[config.mk]
export PLATFORM = sky130hd
export DESIGN_NAME = mem_arbiter
export DESIGN_NICKNAME = d
export VERILOG_FILES = /design/src/rtl/mem_arb_pkg.sv /design/src/rtl/mem_arb_rr.sv /design/src/rtl/mem_arbiter.sv
export SDC_FILE = /design/constraint.sdc
export NUM_CORES = 1
export LEC_CHECK = 0
export BUFFER_PORTS_ARGS = -buffer_cell sky130_fd_sc_hd__buf_2
export CORE_ASPECT_RATIO = 0.5
export CORE_MARGIN = 8
export CORE_UTILIZATION = 52
export DETAILED_ROUTE_END_ITERATION = 8
export PLACE_DENSITY = 0.86
export SYNTH_ARGS = -nofsm -noshare
export SYNTH_HDL_FRONTEND = slang
export SYNTH_SLANG_ARGS = --single-unit
[constraint.sdc]
create_clock -name clk -period 2.6 [get_ports clk]
set_input_delay 0.13 -clock clk [delete_from_list [all_inputs] [get_ports clk]]
set_output_delay 0.13 -clock clk [all_outputs]
set_load 0.05 [all_outputs]
[src/rtl/mem_arb_pkg.sv]
// Shared types and constants for the unified-memory arbiter.
package mem_arb_pkg;

   localparam int unsigned ADDR_W = 32;
   localparam int unsigned DATA_W = 32;
   localparam int unsigned STRB_W = 4;

   // Default mask used to move the memory's latched read address away after a write
   localparam logic [ADDR_W-1:0] INVAL_XOR_DEF = 32'h0000_0004;

   typedef enum logic [1:0] {
      IDLE  = 2'd0,
      RD    = 2'd1,
      WR    = 2'd2,
      INVAL = 2'd3
   } state_e;

   typedef enum logic {
      OWN_I = 1'b0,
      OWN_D = 1'b1
   } owner_e;

   // Transaction captured at grant time; requester fields are ignored afterwards
   typedef struct packed {
      owner_e              owner;
      logic                we;
      logic [ADDR_W-1:0]   addr;
      logic [DATA_W-1:0]   wdata;
      logic [STRB_W-1:0]   wstrb;
   } txn_t;

endpackage

[src/rtl/mem_arb_rr.sv]
// Two-way round-robin picker with optional fixed data priority.
module mem_arb_rr
   import mem_arb_pkg::*;
(
   input  logic [1:0] req_i,    // [0] fetch, [1] data
   input  owner_e     last_i,   // owner of the most recent grant
   input  logic       prio_i,   // 1: data wins every conflict
   output logic       valid_o,
   output owner_e     grant_o
);

   // On conflict favour data under priority, otherwise whoever was not served last
   always_comb begin
      valid_o = |req_i;
      grant_o = OWN_I;
      if (req_i == 2'b11) begin
         grant_o = (prio_i || (last_i == OWN_I)) ? OWN_D : OWN_I;
      end else if (req_i[1]) begin
         grant_o = OWN_D;
      end
   end

endmodule

[src/rtl/mem_arbiter.sv]
// Arbitrates fetch and load/store onto one single-port memory, with a dummy
// read after each write so a later read cannot hit on stale latched data.
module mem_arbiter
   import mem_arb_pkg::*;
#(
   parameter int unsigned       D_PRIORITY = 0,
   parameter logic [ADDR_W-1:0] INVAL_XOR  = INVAL_XOR_DEF
)(
   input  logic              clk,
   input  logic              reset,
   input  logic              i_req,
   input  logic [ADDR_W-1:0] i_addr,
   output logic              i_gnt,
   output logic              i_done,
   output logic [DATA_W-1:0] i_rdata,
   input  logic              d_req,
   input  logic              d_we,
   input  logic [ADDR_W-1:0] d_addr,
   input  logic [DATA_W-1:0] d_wdata,
   input  logic [STRB_W-1:0] d_wstrb,
   output logic              d_gnt,
   output logic              d_done,
   output logic [DATA_W-1:0] d_rdata,
   output logic [ADDR_W-1:0] mem_address,
   output logic              mem_read_enable,
   input  logic [DATA_W-1:0] mem_read_data,
   input  logic              mem_read_valid,
   output logic [DATA_W-1:0] mem_write_data,
   output logic              mem_write_enable,
   output logic [STRB_W-1:0] mem_write_wstrb,
   input  logic              mem_write_ready
);

   localparam logic PRIO = (D_PRIORITY != 32'd0);

   state_e            state_q, state_d;
   txn_t              txn_q, txn_d;
   owner_e            last_grant_q, last_grant_d;
   logic [ADDR_W-1:0] last_rd_addr_q, last_rd_addr_d;
   logic [ADDR_W-1:0] mem_address_q, mem_address_d;
   logic              i_gnt_q, i_gnt_d;
   logic              d_gnt_q, d_gnt_d;

   logic              pick_valid;
   owner_e            pick_owner;
   logic              rd_fire;
   logic              wr_fire;

   mem_arb_rr u_rr (
      .req_i   ({d_req, i_req}),
      .last_i  (last_grant_q),
      .prio_i  (PRIO),
      .valid_o (pick_valid),
      .grant_o (pick_owner)
   );

   assign rd_fire = (state_q == RD) && mem_read_valid;
   assign wr_fire = (state_q == WR) && mem_write_ready;

   // Memory strobes follow the state; write enable drops as soon as ready returns
   assign mem_address      = mem_address_q;
   assign mem_read_enable  = (state_q == RD) || (state_q == INVAL);
   assign mem_write_enable = (state_q == WR) && txn_q.we && !mem_write_ready;
   assign mem_write_data   = txn_q.wdata;
   assign mem_write_wstrb  = txn_q.wstrb;

   // Completion and read data are returned in the same cycle memory responds
   assign i_gnt   = i_gnt_q;
   assign d_gnt   = d_gnt_q;
   assign i_done  = rd_fire && (txn_q.owner == OWN_I);
   assign d_done  = (rd_fire && (txn_q.owner == OWN_D)) || wr_fire;
   assign i_rdata = (rd_fire && (txn_q.owner == OWN_I)) ? mem_read_data : '0;
   assign d_rdata = (rd_fire && (txn_q.owner == OWN_D)) ? mem_read_data : '0;

   // State and captured-transaction registers
   always_ff @(posedge clk) begin
      if (reset) begin
         state_q        <= IDLE;
         txn_q          <= '0;
         last_grant_q   <= OWN_D;
         last_rd_addr_q <= '0;
         mem_address_q  <= '0;
         i_gnt_q        <= 1'b0;
         d_gnt_q        <= 1'b0;
      end else begin
         state_q        <= state_d;
         txn_q          <= txn_d;
         last_grant_q   <= last_grant_d;
         last_rd_addr_q <= last_rd_addr_d;
         mem_address_q  <= mem_address_d;
         i_gnt_q        <= i_gnt_d;
         d_gnt_q        <= d_gnt_d;
      end
   end

   // Next-state logic: grant, hold until memory completes, then invalidate after writes
   always_comb begin
      state_d        = state_q;
      txn_d          = txn_q;
      last_grant_d   = last_grant_q;
      last_rd_addr_d = last_rd_addr_q;
      mem_address_d  = mem_address_q;
      i_gnt_d        = 1'b0;
      d_gnt_d        = 1'b0;

      unique case (state_q)
         IDLE: begin
            if (pick_valid) begin
               last_grant_d = pick_owner;
               if (pick_owner == OWN_D) begin
                  txn_d.owner   = OWN_D;
                  txn_d.we      = d_we;
                  txn_d.addr    = d_addr;
                  txn_d.wdata   = d_wdata;
                  txn_d.wstrb   = d_wstrb;
                  mem_address_d = d_addr;
                  d_gnt_d       = 1'b1;
                  state_d       = d_we ? WR : RD;
               end else begin
                  txn_d.owner   = OWN_I;
                  txn_d.we      = 1'b0;
                  txn_d.addr    = i_addr;
                  txn_d.wdata   = '0;
                  txn_d.wstrb   = '0;
                  mem_address_d = i_addr;
                  i_gnt_d       = 1'b1;
                  state_d       = RD;
               end
            end
         end
         RD: begin
            if (mem_read_valid) begin
               last_rd_addr_d = txn_q.addr;
               state_d        = IDLE;
            end
         end
         WR: begin
            if (mem_write_ready) begin
               mem_address_d = last_rd_addr_q ^ INVAL_XOR;
               state_d       = INVAL;
            end
         end
         INVAL: begin
            state_d = IDLE;
         end
         default: begin
            state_d = IDLE;
         end
      endcase
   end

endmodule

Word level (Yosys, flattened, before mapping):

Cells that the tools add are included.
W data, S select, Z words.

* eq/ne operators: 7
* mux-type cells: 18
* bitwise operators: 4
* reduce and logical (&&, ||, !) cells: 17

Operators with widths (number)
* $mux W32: 5
* $mux W70: 1
* $pmux W32 S2: 1
* $mux W2: 5
* $pmux W2 S4: 1
* $eq A2 B2 Y1 const B: 3
* $logic_and A1 B1 Y1: 6
* $ne A2 B2 Y1 const B: 3
* $reduce_and A3 Y1: 2
* $mux W1: 5
* $not A1 Y1: 4
* $reduce_and A2 Y1: 2
* $reduce_or A3 Y1: 1
* $eq A2 B1 Y1 const B: 1
* $logic_not A2 Y1: 1
* $logic_or A1 B1 Y1: 2
* $reduce_bool A2 Y1: 1
* $reduce_or A2 Y1: 1
* $logic_not A1 Y1: 1

* register bits: 139
* bits of input ports: 139
* output and inout bits: 138

Logic depth before layout (Yosys ltp):

* depth after elaboration: 5
* mapped depth: 6

Modules after synthesis:

A second synthesis with hierarchy kept.

* cells, all modules: 655
* area, all modules: 6224.7 µm²

Modules (own cells, without submodules)
* mem_arbiter: times used 1, cells an instance 651, area an instance 6204.7 µm²
* mem_arb_rr: times used 1, cells an instance 4, area an instance 20.0 µm²

Worst setup path before layout:

OpenSTA, ideal clock, no wires.

* path type: reg2out
* start: reg state_q[1]
* end: out i_rdata[22]
* data arrival time: 2.012 ns
* setup slack: 0.458 ns
* stages on the path, launching flop included: 6
* buffers on the path: 2
* cells stage by stage: dfxtp_1 buf_4 nand3b_1 nor2_1 clkbuf_1 and2_1

* word-level cells in the longest chain between the ends: 4

Ends and longest elaborated chain
* start: declaration: RTL line mem_arbiter.sv:36 `state_e state_q, state_d;`
* start signal: assignment: RTL line mem_arbiter.sv:86 `state_q <= state_d;`
* $eq A2 B1 Y1: RTL line mem_arbiter.sv:57 `assign rd_fire = (state_q == RD) && mem_read_valid;`
* $logic_and A1 B1 Y1: RTL line mem_arbiter.sv:57
* $logic_and A1 B1 Y1
* net i_done: RTL line mem_arbiter.sv:14 `output logic i_done,`
* $mux W32: RTL line mem_arbiter.sv:72 `assign i_rdata = (rd_fire && (txn_q.owner == OWN_I)) ? mem_read_data : '0;`
* end: declaration: RTL line mem_arbiter.sv:15 `output logic [DATA_W-1:0] i_rdata,`

The timed path passes the listed nets, and every way through them passes these cells.

Worst setup path in the final report:

* start: reg state_q[0]
* end: out d_rdata[8]

* word-level cells in the longest chain between the ends: 4

Ends and longest elaborated chain
* $eq A2 B1 Y1: RTL line mem_arbiter.sv:57
* $logic_and A1 B1 Y1: RTL line mem_arbiter.sv:57
* $logic_and A1 B1 Y1: RTL line mem_arbiter.sv:73 `assign d_rdata = (rd_fire && (txn_q.owner == OWN_D)) ? mem_read_data : '0;`
* $mux W32: RTL line mem_arbiter.sv:73
* end: declaration: RTL line mem_arbiter.sv:23 `output logic [DATA_W-1:0] d_rdata,`

Every way passes these cells.

==> results.md <==
- Outcome: complete, no violations
- Count leader, synth: nand2_1
- Largest net degree at the start of global routing: 56
- Synthesis Warnings: 0
- Critical path's slowest cell: and3b_2
- LEAKAGE: approximately 4.4 nW
- Max_cap viols: 0
- Top_reg_cell synth: dfxtp_1
- Synth top area cells: dfxtp_1 42%, nand2_1 9.3%, a21oi_1 5.0%
- All-Layer GR Usage: 27.6%
- Total power draw: about 6.4 mW
- Via count: approximately 7300
- Crit path launch type: register
- Hold Crit Depth: 3
- DRC viols: 0
- CP Data Required Time: 2470 ps
- Worst Setup Path Type: reg -> out
- Vias per cell: 5.87
- Routed length per instance: ~20 um
- Final wirelength: 24200 um
- Die ar.: 0.0167 mm^2
- Final Cycle Share: 86.2%
- Post-route ant nets: 0
- Depth of the CTS H-tree: 4
- #FFs+latches synth: 139
- CTS tree: built
- Peak supply drop: 0.422 mV
- Post-CTS Hold Buffers: 79
- Hold Crit Class: in -> reg
- Grt total ovfl: 0
- Crit path buffers/inverters: 1
- Max clock buf depth: 2
- Unrepaired setup endpoints after global routing: no
- P&R area growth vs syn: 39.3%
- Antenna violations before repair: 1
- Cell type with the largest total area after synthesis: dfxtp_1
- Worst Path Max Fanout: 34
- I/O Buffers: around 280
- Sink Count: 139
- Layout cells sized above 1: 31.8%
- 1st-pass router iterations: 5
- Die extent in y: 95.4 um
- Worst-skew pair later-pin latency: 420 ps
- Arrival @ worst endpoint: between 2000 and 2500 ps
- Post-synth EDFFs: 0
- CP Cell Sequence: and3b_2, and3_1, buf_2
- Max Fclk: roughly 450 MHz
- Total negative slack: 0 ps
- Pwr dens: 704 mW/mm^2
- Clk root buf: clkbuf_16
- Setup violators final: 0
- FF-to-FF path depth: 5
- Placer Congestion: between 0.8 and 0.9
- Max-slew violation count: 0
- Cts bufs inserted: 17
- Initial DRC Count: 853
- Final Skew: 7.85 ps
- Post-synth top area share: 42.4%
- Final hold vios: 0
- Unique masters post-synth: 36
- Setup bufs post-CTS: 0
- Seq/Total Area, Yosys: 42.4%
- First-pass GRT wire length: around 37000 um
- Post-synth ARST share: 0%
- Post-synth top cells: 162 x nand2_1, 139 x dfxtp_1, 66 x a21oi_1, 42 x buf_4, 38 x clkbuf_1
- Initial core utilization: between 50% and 60%
- PostCTS Resize Cnt: 0
- DIE WIDTH: 175 um
- Fin crit period: around 2200 ps
- Post-Syn Area: 0.00656 mm^2
- Syn Area/Cell: 8.48 um^2
- CP peak stage delay: 580 ps
- Core region area: around 0.012 mm^2
- Ports: 277
- Worst path top cell family by delay: simple AND/OR/NAND/NOR gates
- Pin slew with the least headroom to its limit: 944 ps
- Normalized max-slew margin: 36.9%
- Placement Rows: 29
- Cells after Synth: 773
- Synth Net Count: 912
- Final nets: 1193
- Crit path depth: 3
- Endpoint type of the worst setup path: output pin
- Vias in the first global route: 7087
- Reg clk slew, reported paths: approximately 60 ps
- Post-detail-place hpwl: 15200 um
## cells by family (layout without fill, tap and decap cells)
logic type,count (synthesis),count (layout),synth area share [%]
and+or+nand+nor,279,279,20.7
other,0,2,0
DFF,139,139,42.4
buffers and inverters,146,440,11.9
AOI/OAI and AO/OA,209,209,25.0
## power by group
| part | switching (mW) | total [mW] | leakage, nW | internal, mW |
|---|---|---|---|---|
| combinational | 1.04 | 1.58 | 2.97 | 0.539 |
| sequential | 0.106 | 2.42 | 1.14 | 2.31 |
| clock | 0.977 | 2.43 | 0.280 | 1.45 |
## per-stage QoR
step	utilization, %	instances	worst slack [ps]	hold slack (ps)	area (um^2)
3_5_place_dp	62.0	1126	649	350	7740
4_1_cts	73.2	1237	446	2.12	9130
2_1_floorplan	-	773	458	240	6560
6_report	73.2	1239	359	12.8	9140
5_1_grt	73.2	1238	248	12.3	9140
3_3_place_gp	62.0	1126	718	346	7740
## metal layers
layer  GRT usage, %  wire, um  share of wire (%)
met5              0         0                  0
met4           14.3       873                3.6
met3           8.42      2560                 11
met2           44.9     11300                 47
met1           33.1      9460                 39
## final cells by class
type	instances	area, um^2
timing repair buffer	375	2390
antenna	2	5.00
clock buffer	18	439
inverter	33	124
fill	846	3340
sequential	139	2780
clock inverter	14	160
tap	170	213
multi-input combinational	488	3020
## registers in the layout (all words and copies together) (netlist names), 2 cells and up
signal,cells
txn_q,34
mem_write_wstrb,4
state_q,2
mem_address,32
mem_write_data,32
last_rd_addr_q,32
## worst paths after layout
check / start / to / slack (ps)
hold / removal: d_addr[5] / txn_q[41]$_SDFFE_PP0P_ / 10
setup / recovery: state_q[0]$_SDFFE_PP0P_ / d_rdata[8] / 360
setup reg to reg: state_q[0]$_SDFFE_PP0P_ / txn_q[57]$_SDFFE_PP0P_ / 490
hold reg to reg: txn_q[57]$_SDFFE_PP0P_ / last_rd_addr_q[21]$_SDFFE_PP0N_ / 450
## placed cells by master, fill, tap and decap left out, types with 2 or more instances in the layout
| cell type | n |
|---|---|
| dlygate4sd3_1 | 79 |
| inv_6 | 4 |
| and2_1 | 33 |
| a22o_1 | 37 |
| a21oi_1 | 66 |
| or2b_1 | 14 |
| nor3b_1 | 2 |
| a32o_1 | 32 |
| buf_2 | 272 |
| bufinv_16 | 2 |
| diode_2 | 2 |
| a21o_1 | 3 |
| inv_1 | 33 |
| buf_4 | 19 |
| clkbuf_16 | 17 |
| clkinv_4 | 4 |
| nor2_1 | 4 |
| clkinvlp_4 | 4 |
| dfxtp_1 | 139 |
| and3_1 | 33 |
| o221ai_1 | 32 |
| a311oi_1 | 33 |
| nand2b_1 | 19 |
| buf_12 | 5 |
| nand2_1 | 162 |
## worst min-delay path: cells and delay by family
family	cells	cell delay, ps
buffers and inverters	1	110
AOI/OAI and AO/OA	1	80
and+or+nand+nor	1	50
Note: power is estimated with default switching activity, not from simulation.
